--- config.mk ---
export PLATFORM = sky130hd
export DESIGN_NAME = tt_um_marno_compose_flat
export DESIGN_NICKNAME = d
export VERILOG_FILES = /design/src/rtl/tt_um_marno_compose_if.sv /design/src/rtl/tt_um_marno_compose.sv /design/src/flat_wrapper.sv
export SDC_FILE = /design/constraint.sdc
export NUM_CORES = 1
export LEC_CHECK = 0
export BUFFER_PORTS_ARGS = -buffer_cell sky130_fd_sc_hd__buf_2
export CORE_ASPECT_RATIO = 0.8
export CORE_MARGIN = 4
export CORE_UTILIZATION = 60
export CTS_CLUSTER_SIZE = 30
export DETAILED_ROUTE_END_ITERATION = 8
export GPL_ROUTABILITY_DRIVEN = 0
export PLACE_DENSITY = 0.8
export SETUP_SLACK_MARGIN = 0.05
export SLEW_MARGIN = 20
export SYNTH_ARGS = -nofsm -noshare
export SYNTH_HDL_FRONTEND = slang
export SYNTH_SLANG_ARGS = --single-unit
--- constraint.sdc ---
create_clock -name clk -period 4.7 [get_ports clk]
set_clock_uncertainty 0.15 [all_clocks]
set_input_delay 0.235 -clock clk [delete_from_list [all_inputs] [get_ports clk]]
set_output_delay 0.235 -clock clk [all_outputs]
set_load 0.01 [all_outputs]
--- src/rtl/tt_um_marno_compose_if.sv ---
`default_nettype none
// ============================================================================
// Module      : tt_um_marno_compose_if
// Description : Tiny Tapeout pin bundle for the compose tile.
//               master  : drives the dedicated/bidir inputs (harness side)
//               slave   : the tile itself
//               ui_in   [7:0] dedicated inputs
//               uo_out  [7:0] dedicated outputs
//               uio_in  [7:0] bidir inputs (unused by the tile)
//               uio_out [7:0] bidir outputs
//               uio_oe  [7:0] bidir output enables
//               ena           tile enable (unused by the tile)
// Revision    : 1.0 - initial release
// ============================================================================
interface tt_um_marno_compose_if;
    logic [7:0] ui_in;
    logic [7:0] uo_out;
    logic [7:0] uio_in;
    logic [7:0] uio_out;
    logic [7:0] uio_oe;
    logic       ena;

    modport master (
        output ui_in,
        output uio_in,
        output ena,
        input  uo_out,
        input  uio_out,
        input  uio_oe
    );

    modport slave (
        input  ui_in,
        input  uio_in,
        input  ena,
        output uo_out,
        output uio_out,
        output uio_oe
    );
endinterface
`default_nettype wire

--- src/rtl/tt_um_marno_compose.sv ---
`default_nettype none
// ============================================================================
// Module      : seg7decoder
// Description : Hex nibble to 7-segment pattern, bit order {g,f,e,d,c,b,a},
//               active-high segments.
//               value    [3:0] nibble in
//               segments [6:0] segment pattern out
// Revision    : 1.0 - initial release
// ============================================================================
module seg7decoder (
    input  wire logic [3:0] value,
    output logic      [6:0] segments
);
    always_comb begin
        segments = 7'b0000000;
        case (value)
            4'h0: segments = 7'b0111111;
            4'h1: segments = 7'b0000110;
            4'h2: segments = 7'b1011011;
            4'h3: segments = 7'b1001111;
            4'h4: segments = 7'b1100110;
            4'h5: segments = 7'b1101101;
            4'h6: segments = 7'b1111101;
            4'h7: segments = 7'b0000111;
            4'h8: segments = 7'b1111111;
            4'h9: segments = 7'b1101111;
            4'hA: segments = 7'b1110111;
            4'hB: segments = 7'b1111100;
            4'hC: segments = 7'b0111001;
            4'hD: segments = 7'b1011110;
            4'hE: segments = 7'b1111001;
            4'hF: segments = 7'b1110001;
            default: segments = 7'b0000000;
        endcase
    end
endmodule

// ============================================================================
// Module      : tt_um_marno_compose
// Description : Running-product calculator. Factor digits entered on the
//               switches are multiplied into a 16-bit product with a
//               shift-and-add multiplier (one factor bit per clock). The
//               product is shown MSB nibble first on the 7-segment display,
//               one nibble per display slot, followed by a blank slot.
//               clk           clock
//               rst_n         asynchronous active-low reset
//               bus.ui_in     [3:0] factor digit, [5] uio byte select,
//                             [6] clear (level), [7] enter (rising edge)
//               bus.uo_out    [6:0] segments, [7] status flag
//               bus.uio_out   product low/high byte, chosen by ui_in[5]
//               bus.uio_oe    all outputs enabled
//               Optional: define COMPOSE_PRIME_ONLY_EN to accept only prime
//               digits (2,3,5,7,B,D); rejected digits raise a sticky flag
//               that is ORed into uo_out[7].
// Revision    : 1.0 - initial release
// ============================================================================
module tt_um_marno_compose #(
    parameter logic [23:0] MAX_COUNT = 24'd10_000_000
) (
    input  wire logic             clk,
    input  wire logic             rst_n,
    tt_um_marno_compose_if.slave  bus
);

    typedef enum logic [0:0] {
        ST_IDLE = 1'b0,
        ST_MUL  = 1'b1
    } state_t;

    localparam logic [2:0] C_SLOT_BLANK = 3'd4;

    state_t      r_state;
    logic [15:0] r_product;
    logic        r_ovf;
    logic [3:0]  r_factor;
    logic [19:0] r_acc;
    logic [1:0]  r_idx;

    logic        r_clr_s1;
    logic        r_clr_s2;
    logic        r_ent_s1;
    logic        r_ent_s2;
    logic        r_ent_prev;

    logic [23:0] r_cnt;
    logic [2:0]  r_slot;

    logic        w_clr;
    logic        w_enter_rise;
    logic [3:0]  w_digit;
    logic        w_accept;
    logic [19:0] w_partial;
    logic [19:0] w_acc_next;
    logic        w_restart;
    logic        w_flag;
    logic [3:0]  w_nibble;
    logic [6:0]  w_seg;
    logic        w_unused;

    assign w_unused     = &{1'b0, bus.uio_in, bus.ena, bus.ui_in[4]};

    assign w_clr        = r_clr_s2;
    assign w_enter_rise = r_ent_s2 & ~r_ent_prev;
    // The digit is sampled unsynchronized; the user holds the switches
    // steady well before pressing enter, so only enter/clear need syncing.
    assign w_digit      = bus.ui_in[3:0];

`ifdef COMPOSE_PRIME_ONLY_EN
    always_comb begin
        w_accept = 1'b0;
        case (w_digit)
            4'h2, 4'h3, 4'h5, 4'h7, 4'hB, 4'hD: w_accept = 1'b1;
            default:                            w_accept = 1'b0;
        endcase
    end
`else
    assign w_accept = (w_digit != 4'h0);
`endif

    // Shift-and-add step: bit r_idx of the factor selects product << r_idx.
    // A 4-bit factor times a 16-bit product always fits in 20 bits.
    assign w_partial  = r_factor[r_idx] ? ({4'b0000, r_product} << r_idx) : 20'd0;
    assign w_acc_next = r_acc + w_partial;

    // Display restarts whenever the shown value changes: on clear, or on the
    // final multiply step that writes the product (clear wins if both).
    assign w_restart  = w_clr || ((r_state == ST_MUL) && (r_idx == 2'd3));

    // ------------------------------------------------------------------
    // Input synchronizers and multiply state machine
    // ------------------------------------------------------------------
    always_ff @(posedge clk or negedge rst_n) begin
        if (!rst_n) begin
            r_clr_s1   <= 1'b0;
            r_clr_s2   <= 1'b0;
            r_ent_s1   <= 1'b0;
            r_ent_s2   <= 1'b0;
            r_ent_prev <= 1'b0;
            r_state    <= ST_IDLE;
            r_product  <= 16'h0001;
            r_ovf      <= 1'b0;
            r_factor   <= 4'h0;
            r_acc      <= 20'd0;
            r_idx      <= 2'd0;
        end else begin
            r_clr_s1   <= bus.ui_in[6];
            r_clr_s2   <= r_clr_s1;
            r_ent_s1   <= bus.ui_in[7];
            r_ent_s2   <= r_ent_s1;
            r_ent_prev <= r_ent_s2;

            case (r_state)
                ST_IDLE: begin
                    if (w_clr) begin
                        r_product <= 16'h0001;
                        r_ovf     <= 1'b0;
                    end else if (w_enter_rise && w_accept) begin
                        r_factor <= w_digit;
                        r_acc    <= 20'd0;
                        r_idx    <= 2'd0;
                        r_state  <= ST_MUL;
                    end
                end
                ST_MUL: begin
                    if (w_clr) begin
                        r_product <= 16'h0001;
                        r_ovf     <= 1'b0;
                        r_state   <= ST_IDLE;
                    end else begin
                        r_acc <= w_acc_next;
                        r_idx <= r_idx + 2'd1;
                        if (r_idx == 2'd3) begin
                            r_product <= w_acc_next[15:0];
                            r_ovf     <= r_ovf | (w_acc_next[19:16] != 4'h0);
                            r_state   <= ST_IDLE;
                        end
                    end
                end
                default: r_state <= ST_IDLE;
            endcase
        end
    end

`ifdef COMPOSE_PRIME_ONLY_EN
    // Sticky reject: set by a refused nonzero digit taken in IDLE, cleared
    // by the next accepted digit or by clear.
    logic r_reject;

    always_ff @(posedge clk or negedge rst_n) begin
        if (!rst_n) begin
            r_reject <= 1'b0;
        end else if (w_clr) begin
            r_reject <= 1'b0;
        end else if ((r_state == ST_IDLE) && w_enter_rise && (w_digit != 4'h0)) begin
            r_reject <= ~w_accept;
        end
    end

    assign w_flag = r_ovf | r_reject;
`else
    assign w_flag = r_ovf;
`endif

    // ------------------------------------------------------------------
    // Display slot rotation
    // ------------------------------------------------------------------
    always_ff @(posedge clk or negedge rst_n) begin
        if (!rst_n) begin
            r_cnt  <= 24'd0;
            r_slot <= 3'd0;
        end else if (w_restart) begin
            r_cnt  <= 24'd0;
            r_slot <= 3'd0;
        end else if (r_cnt == MAX_COUNT - 24'd1) begin
            r_cnt  <= 24'd0;
            r_slot <= (r_slot == C_SLOT_BLANK) ? 3'd0 : r_slot + 3'd1;
        end else begin
            r_cnt  <= r_cnt + 24'd1;
        end
    end

    always_comb begin
        w_nibble = 4'h0;
        case (r_slot)
            3'd0:    w_nibble = r_product[15:12];
            3'd1:    w_nibble = r_product[11:8];
            3'd2:    w_nibble = r_product[7:4];
            3'd3:    w_nibble = r_product[3:0];
            default: w_nibble = 4'h0;
        endcase
    end

    seg7decoder u_seg7decoder (
        .value    (w_nibble),
        .segments (w_seg)
    );

    assign bus.uo_out  = {w_flag, (r_slot == C_SLOT_BLANK) ? 7'b0000000 : w_seg};
    assign bus.uio_out = bus.ui_in[5] ? r_product[15:8] : r_product[7:0];
    assign bus.uio_oe  = 8'hFF;

endmodule
`default_nettype wire

--- src/flat_wrapper.sv ---
// flat-port wrapper written by rule: the top's interface ports become plain ports
module tt_um_marno_compose_flat 
#(
    parameter logic [23:0] MAX_COUNT = 24'd10_000_000
)
  (clk, rst_n, bus_ui_in, bus_uio_in, bus_ena, bus_uo_out, bus_uio_out, bus_uio_oe);
  tt_um_marno_compose_if bus_i ();
  input  wire logic clk;
  input  wire logic rst_n;
  input wire logic [$bits(bus_i.ui_in)-1:0] bus_ui_in;
  input wire logic [$bits(bus_i.uio_in)-1:0] bus_uio_in;
  input wire logic [$bits(bus_i.ena)-1:0] bus_ena;
  output wire logic [$bits(bus_i.uo_out)-1:0] bus_uo_out;
  output wire logic [$bits(bus_i.uio_out)-1:0] bus_uio_out;
  output wire logic [$bits(bus_i.uio_oe)-1:0] bus_uio_oe;
  assign bus_i.ui_in = bus_ui_in;
  assign bus_i.uio_in = bus_uio_in;
  assign bus_i.ena = bus_ena;
  assign bus_uo_out = bus_i.uo_out;
  assign bus_uio_out = bus_i.uio_out;
  assign bus_uio_oe = bus_i.uio_oe;
  tt_um_marno_compose #(.MAX_COUNT(MAX_COUNT)) u_core (.clk(clk), .rst_n(rst_n), .bus(bus_i));
endmodule
Yosys cells after proc, flatten, opt, wreduce, memory -nomap -nowiden
Memory sizes are Yosys's and may differ from the RTL's.
Index checks and enable logic that the tools add are counted.
Widths: inputs -> output; s select.
Word-level totals
  memories: 1
  register bits after elaboration: 76
  ROM bits: 112
  latch bits: 0
  bits in writable memories: 0
  word-level logic and storage cells: 78
  input port bits: 19
Memory list
  (name not given): words 16, width 7, read ports 1, clocked after memory_dff 0, write ports 0, line tt_um_marno_compose.sv:16  | case (value)
Cells by class
  $lt $le $gt $ge: 1
  shift operators: 1
  equal/unequal tests: 11
  muxes and demuxes: 32
  bitwise logic cells: 5
  $mul: 0
  add/subtract/negate cells: 4
  divide/modulo/power cells: 0
  reductions and logical operators: 10
Operators with widths (count)
  $mux 20: 4
  $mux 16: 3
  $mux 24: 2
  $pmux 20 s2: 1
  $pmux 16 s2: 1
  $add 24x1->24 const B: 1
  $eq 24x24->1 const B: 1
  $add 20x20->20: 1
  $shl 16x2->20: 1
  $pmux 4 s4: 1
  $mux 3: 3
  $mux 1: 8
  $mux 8: 1
  $reduce_bool 4->1: 2
  $mux 7: 1
  $eq 3x2->1 const B: 2
  $mux 2: 3
  $reduce_and 3->1: 2
  $ne 2x1->1 const B: 2
  $ne 2x2->1 const B: 2
  $pmux 1 s2: 2
  $pmux 2 s2: 1
  $add 3x1->3 const B: 1
  $eq 3x1->1 const B: 1
  other kinds (14): 17

Logic depth before layout (Yosys ltp)
  depth after elaboration: 9
  depth in mapped cells: 14
  gate-level depth less buffers: 12

Modules after synthesis
Synthesis repeated with hierarchy kept, for this count alone.
Unflattened totals
  cell total of the unflattened synthesis: 571
  area, all modules: 5331.4 µm²
Modules (own cells, without submodules)
  tt_um_marno_compose: cells each 538, times used 1, area an instance 5043.6 µm²
  seg7decoder: cells each 33, times used 1, area an instance 287.8 µm²

Least setup slack after synthesis
Ideal clock, no wire load.
  path type: reg2reg
  start: register u_core.r_idx[0]
  end: register u_core.r_ovf
  arrival: 3.192 ns
  buffers on the path: 2
  library setup time: 0.088 ns
  slack: 1.269 ns
  data required time: 4.462 ns
  cell stages (with the launch flop): 13
  period minus slack after synthesis: 3.431 ns
  path through: dfrtp_1 > clkbuf_1 > clkbuf_1 > mux4_2 > nor2b_1 > ha_1 > a21oi_2 > o221ai_2 > a21o_1 > a221oi_4 > mux2i_1 > nor4_2 > a41oi_1
On the way
  word-level cells in the longest chain between the ends: 9
  elaborated cells on any way between the ends: 13
RTL lines
  start, declared: line tt_um_marno_compose.sv:77  | logic [1:0] r_idx;
  start signal, assigned: line tt_um_marno_compose.sv:171  | r_idx <= r_idx + 2'd1;
  $bmux 1 s2: line tt_um_marno_compose.sv:122  | assign w_partial = r_factor[r_idx] ? ({4'b0000, r_product} << r_idx) : 20'd0;
  $mux 1 (implied by the code): line tt_um_marno_compose.sv:122
  $mux 20: line tt_um_marno_compose.sv:122
  $add 20x20->20: line tt_um_marno_compose.sv:123  | assign w_acc_next = r_acc + w_partial;
  $reduce_bool 4->1: line tt_um_marno_compose.sv:174  | r_ovf <= r_ovf | (w_acc_next[19:16] != 4'h0);
  $or 1x1->1: line tt_um_marno_compose.sv:174
  $mux 1: line tt_um_marno_compose.sv:172  | if (r_idx == 2'd3) begin
  $mux 1: line tt_um_marno_compose.sv:165  | if (w_clr) begin
  $pmux 1 s2: line tt_um_marno_compose.sv:152  | case (r_state)
  end signal, assigned: line tt_um_marno_compose.sv:174
  end, declared: line tt_um_marno_compose.sv:74  | logic r_ovf;
Parallel ways exist; a longest one is shown, timed or not. The select of a mux whose other input is x is not followed.
A chain may end at the register's enable or synchronous reset.

Final worst setup path
  start: register u_core.r_idx[1]
  end: register u_core.r_ovf
The elaborated chain is that of the path after synthesis.

==> metrics.yaml <==
status:
  status: "complete, no violations"
sta:
  fmax_ghz: 0.2616
  finalMaxSlewViolations: 0
  finalSetupTns_ns: 0
  worst_slew_pin_slew_ns: 1.018
  max_slew_margin_pct: 32.02
  fin_crit_ns: 3.823
  rsz0062_at_grt: "no"
  hold_viol: 0
  finalCritPeriodShare_pct: 81.35
  setup_viol: 0
power_and_ir_drop:
  pwr-share-seq_pct: 46.8
  leakagePower_nw: 2.507
  comb_power_share_pct: 21.0
  p_int_mw: 1.104
  cellPowerDensity_mw_per_mm2: 298.5
  irDropWorstVdd_uv: 277.4
  power.total_mw: 1.645
  p_sw_uw: 540.9
  switching_share_pct: 32.89
  clkPwrFrac_pct: 32.3
synth:
  syn_avg_cell_area_um2: 9.475
  synthArstFlopShare_pct: 100.0
  synth-seq-cells: 76
  synth_area_mm2: 0.005060
  ys_warn_count: 0
  yosysTopAreaCell: "dfrtp_1"
  synth_common_cells: "dfrtp_1 (75), nand2_1 (68), nor2_1 (57)"
  synth_edf_count: 0
  yosys-top-cells-area: "dfrtp_1 (37%), ha_1 (7.7%), mux4_2 (5.3%)"
  yosysUniqueCellTypes: 65
  synth_flop_cell: "dfrtp_1"
  synth_seq_area_share_pct: 37.61
  syn-instance-count: 534
  synth.most_common_cell: "dfrtp_1"
  synth_top_area_share_pct: 37.09
worst_setup_path:
  crit_family: "compound AO/OA/AOI/OAI gates"
  cp_data_arrival_time_ns: 3.95
  required_ns: 4.83
  crit_fanout: 14
  criticalPathCategory: "reg2reg"
  critPathMaxStageDelay_ns: 0.75
  crit_buf_inv: 1
  rrSetupSlack_ns: 0.88
  cpMaxStageDelayCell: "dfrtp_1"
  reg2reg_depth: 11
  endpoint_kind: "register"
  r2r_end: "u_core.r_ovf"
  reg2reg_from: "u_core.r_idx[1]"
  critPathLaunchType: "register"
  cp_cell_sequence: "buf_4 > mux4_2 > nor2b_1 > ha_1 > nand3_1 > o221ai_2 > a21o_1 > a221oi_4 > mux2i_1 > nor4_2 > a41oi_1"
floorplan:
  rows: 29
  coreArea_mm2: 0.008055
  dieWidth_um: 110.7
  pin_count: 43
  die_h_um: 90.14
  fp.dieArea_mm2: 0.009975
  start_util_pct: 62.81
drt:
  drc_errors: 0
  final_antenna_net_count: 0
  dr_total_vias: 4101
  wl_per_cell_um: 16.85
  dr.pass1.iters: 5
  routed_wl_um: 11310
  drtIter0Drc: 353
  drt-vias-per-instance: 6.112
clocking:
  cts-htree-levels: 3
  path_clk_slew_ns: 0.09
  cts_buffer_depth: 2
  cts_sinks: 76
  cts_tree: "built"
  clk-insertion-delay-late_ns: 0.36
  cts_setup_buffers: 0
  clock-root-buffer: "clkbuf_8"
  numCtsBuffers: 9
finish:
  nNetsFinal: 609
  fin_area_mm2: 0.005509
  final_util_pct: 68.39
  fillers: 629
  num_antenna_cells: 0
  stdcell_count: 671
  drive_above_1_share_pct: 15.10
  syn2layout_area_growth_pct: 8.877
worst_hold_path:
  holdPathStages: 0
  hold_path.startpoint: "u_core.r_clr_s1"
  min_path_type: "reg2reg"
  min_to: "u_core.r_clr_s2"
global_route:
  grt_pass1_vias: 3804
  grt_max_degree: 77
  grt_first_pass_wirelength_um: 19000
  grt_usage_pct: 23.30
  grt.overflow.total: 0
  antenna_found_initial: 0
placement:
  dp.cells: 648
  dpl.hpwl_um: 7989
  place_area_mm2: 0.005231
  portBuffers: 24
job:
  cap_violations: 0
## layout make-up
type	count	area, um^2	area share, %
Clock buffer	9	123.9	2.248
Clock inverter	7	83.83	1.522
Inverter	14	52.55	0.9539
Multi-Input combinational cell	421	2980	54.10
Sequential cell	76	1903	34.54
Tap cell	108	135.1	2.453
Timing Repair Buffer	36	230.2	4.179
## how the worst max path moves through the flow
stage                    startpoint           end  slack, ns  depth (start not counted)
finish              u_core.r_idx[1]  u_core.r_ovf       0.88                         11
global route        u_core.r_idx[1]  u_core.r_ovf       0.65                         11
CTS                 u_core.r_idx[1]  u_core.r_ovf       0.87                         11
detailed placement  u_core.r_idx[1]  u_core.r_ovf       0.90                         11
global placement    u_core.r_idx[1]  u_core.r_ovf        1.0                         11
floorplan           u_core.r_idx[0]  u_core.r_ovf       1.27                         12
## power groups by stage
stage                     sequential (mW)  clock, mW  combinational (mW)
after detailed placement            0.780          0               0.338
after global routing                0.780      0.570               0.381
after global placement              0.777          0               0.324
final                               0.769      0.531               0.345
after CTS                           0.768      0.541               0.343
after floorplan                     0.732          0               0.291
## layer usage
metal	part of all wire, %	vias to the layer above	global-route usage (%)
li1	-	1957	-
met1	47	2007	34.72
met2	46	129	35.20
met3	6.5	8	4.899
met4	0.67	0	5.128
met5	0	-	0
## placed cells by master, fill, tap and decap left out, drive strengths merged, types with 3 or more instances in the layout
| cell | netlist | routed |
|---|---|---|
| dlygate4sd3 | 0 | 7 |
| a21oi | 24 | 24 |
| or3 | 5 | 5 |
| nand2b | 4 | 4 |
| a221oi | 4 | 4 |
| mux4 | 12 | 12 |
| o31ai | 5 | 5 |
| and2 | 5 | 5 |
| mux2 | 15 | 15 |
| inv | 14 | 17 |
| nand4 | 6 | 6 |
| a21o | 10 | 10 |
| conb | 1 | 8 |
| nor2b | 13 | 13 |
| o21bai | 4 | 4 |
| dfrtp | 75 | 75 |
| a222oi | 4 | 4 |
| and3 | 5 | 5 |
| o21ai | 29 | 29 |
| mux2i | 8 | 8 |
| nor3 | 9 | 9 |
| xnor2 | 11 | 11 |
| a22o | 3 | 3 |
| nor2 | 57 | 57 |
| o21a | 4 | 4 |
| nor4 | 3 | 3 |
| xor2 | 20 | 20 |
| clkbuf | 13 | 9 |
| nand3 | 16 | 16 |
| ha | 31 | 31 |
| nand2 | 68 | 68 |
| buf | 17 | 29 |
| a211oi | 7 | 7 |
## state kept, by name, summed over array words and instances (netlist names)
name               count
u_core.r_clr_s2        1
u_core.r_cnt          24
u_core.r_ent_s2        1
u_core.r_acc          20
u_core.r_state         1
u_core.r_ovf           1
u_core.r_slot          3
u_core.r_idx           2
u_core.r_clr_s1        1
u_core.r_product      16
u_core.r_factor        4
u_core.r_ent_s1        1
u_core.r_ent_prev      1
## worst reg2reg max path, stage by stage, from the launching register on
cell	delay (ns)
dfrtp_1	0.75
buf_4	0.32
mux4_2	0.50
nor2b_1	0.15
ha_1	0.31
nand3_1	0.19
o221ai_2	0.19
a21o_1	0.24
a221oi_4	0.35
mux2i_1	0.32
nor4_2	0.07
a41oi_1	0.21
## cell families after synthesis
kind of cell / count (synthesis) / synth area share [%]
AOI/OAI and AO/OA: 114 / 15.83
xor gates and xnor gates: 31 / 5.366
adders and majority gates: 32 / 8.061
buffers and inverters: 44 / 4.080
DFF: 76 / 37.61
muxes: 35 / 10.26
other: 1 / 0.07411
and+or+nand+nor: 201 / 18.72
## metrics by stage
| stage | setup WS (ns) | hold WS [ns] |
|---|---|---|
| 2_1_floorplan | 1.269 | -0.2106 |
| 3_3_place_gp | 0.9967 | 0.1832 |
| 3_5_place_dp | 0.8998 | 0.1847 |
| 4_1_cts | 0.8695 | 0.2056 |
| 5_1_grt | 0.6530 | 0.2129 |
| 6_report | 0.8767 | 0.2047 |
## what timing repair did
item                      4_1_cts  5_1_grt
hold endpoints to repair       81        0
hold buffers                    7        0
gates resized for setup         0        0
Power figures use the tool's default switching activity.
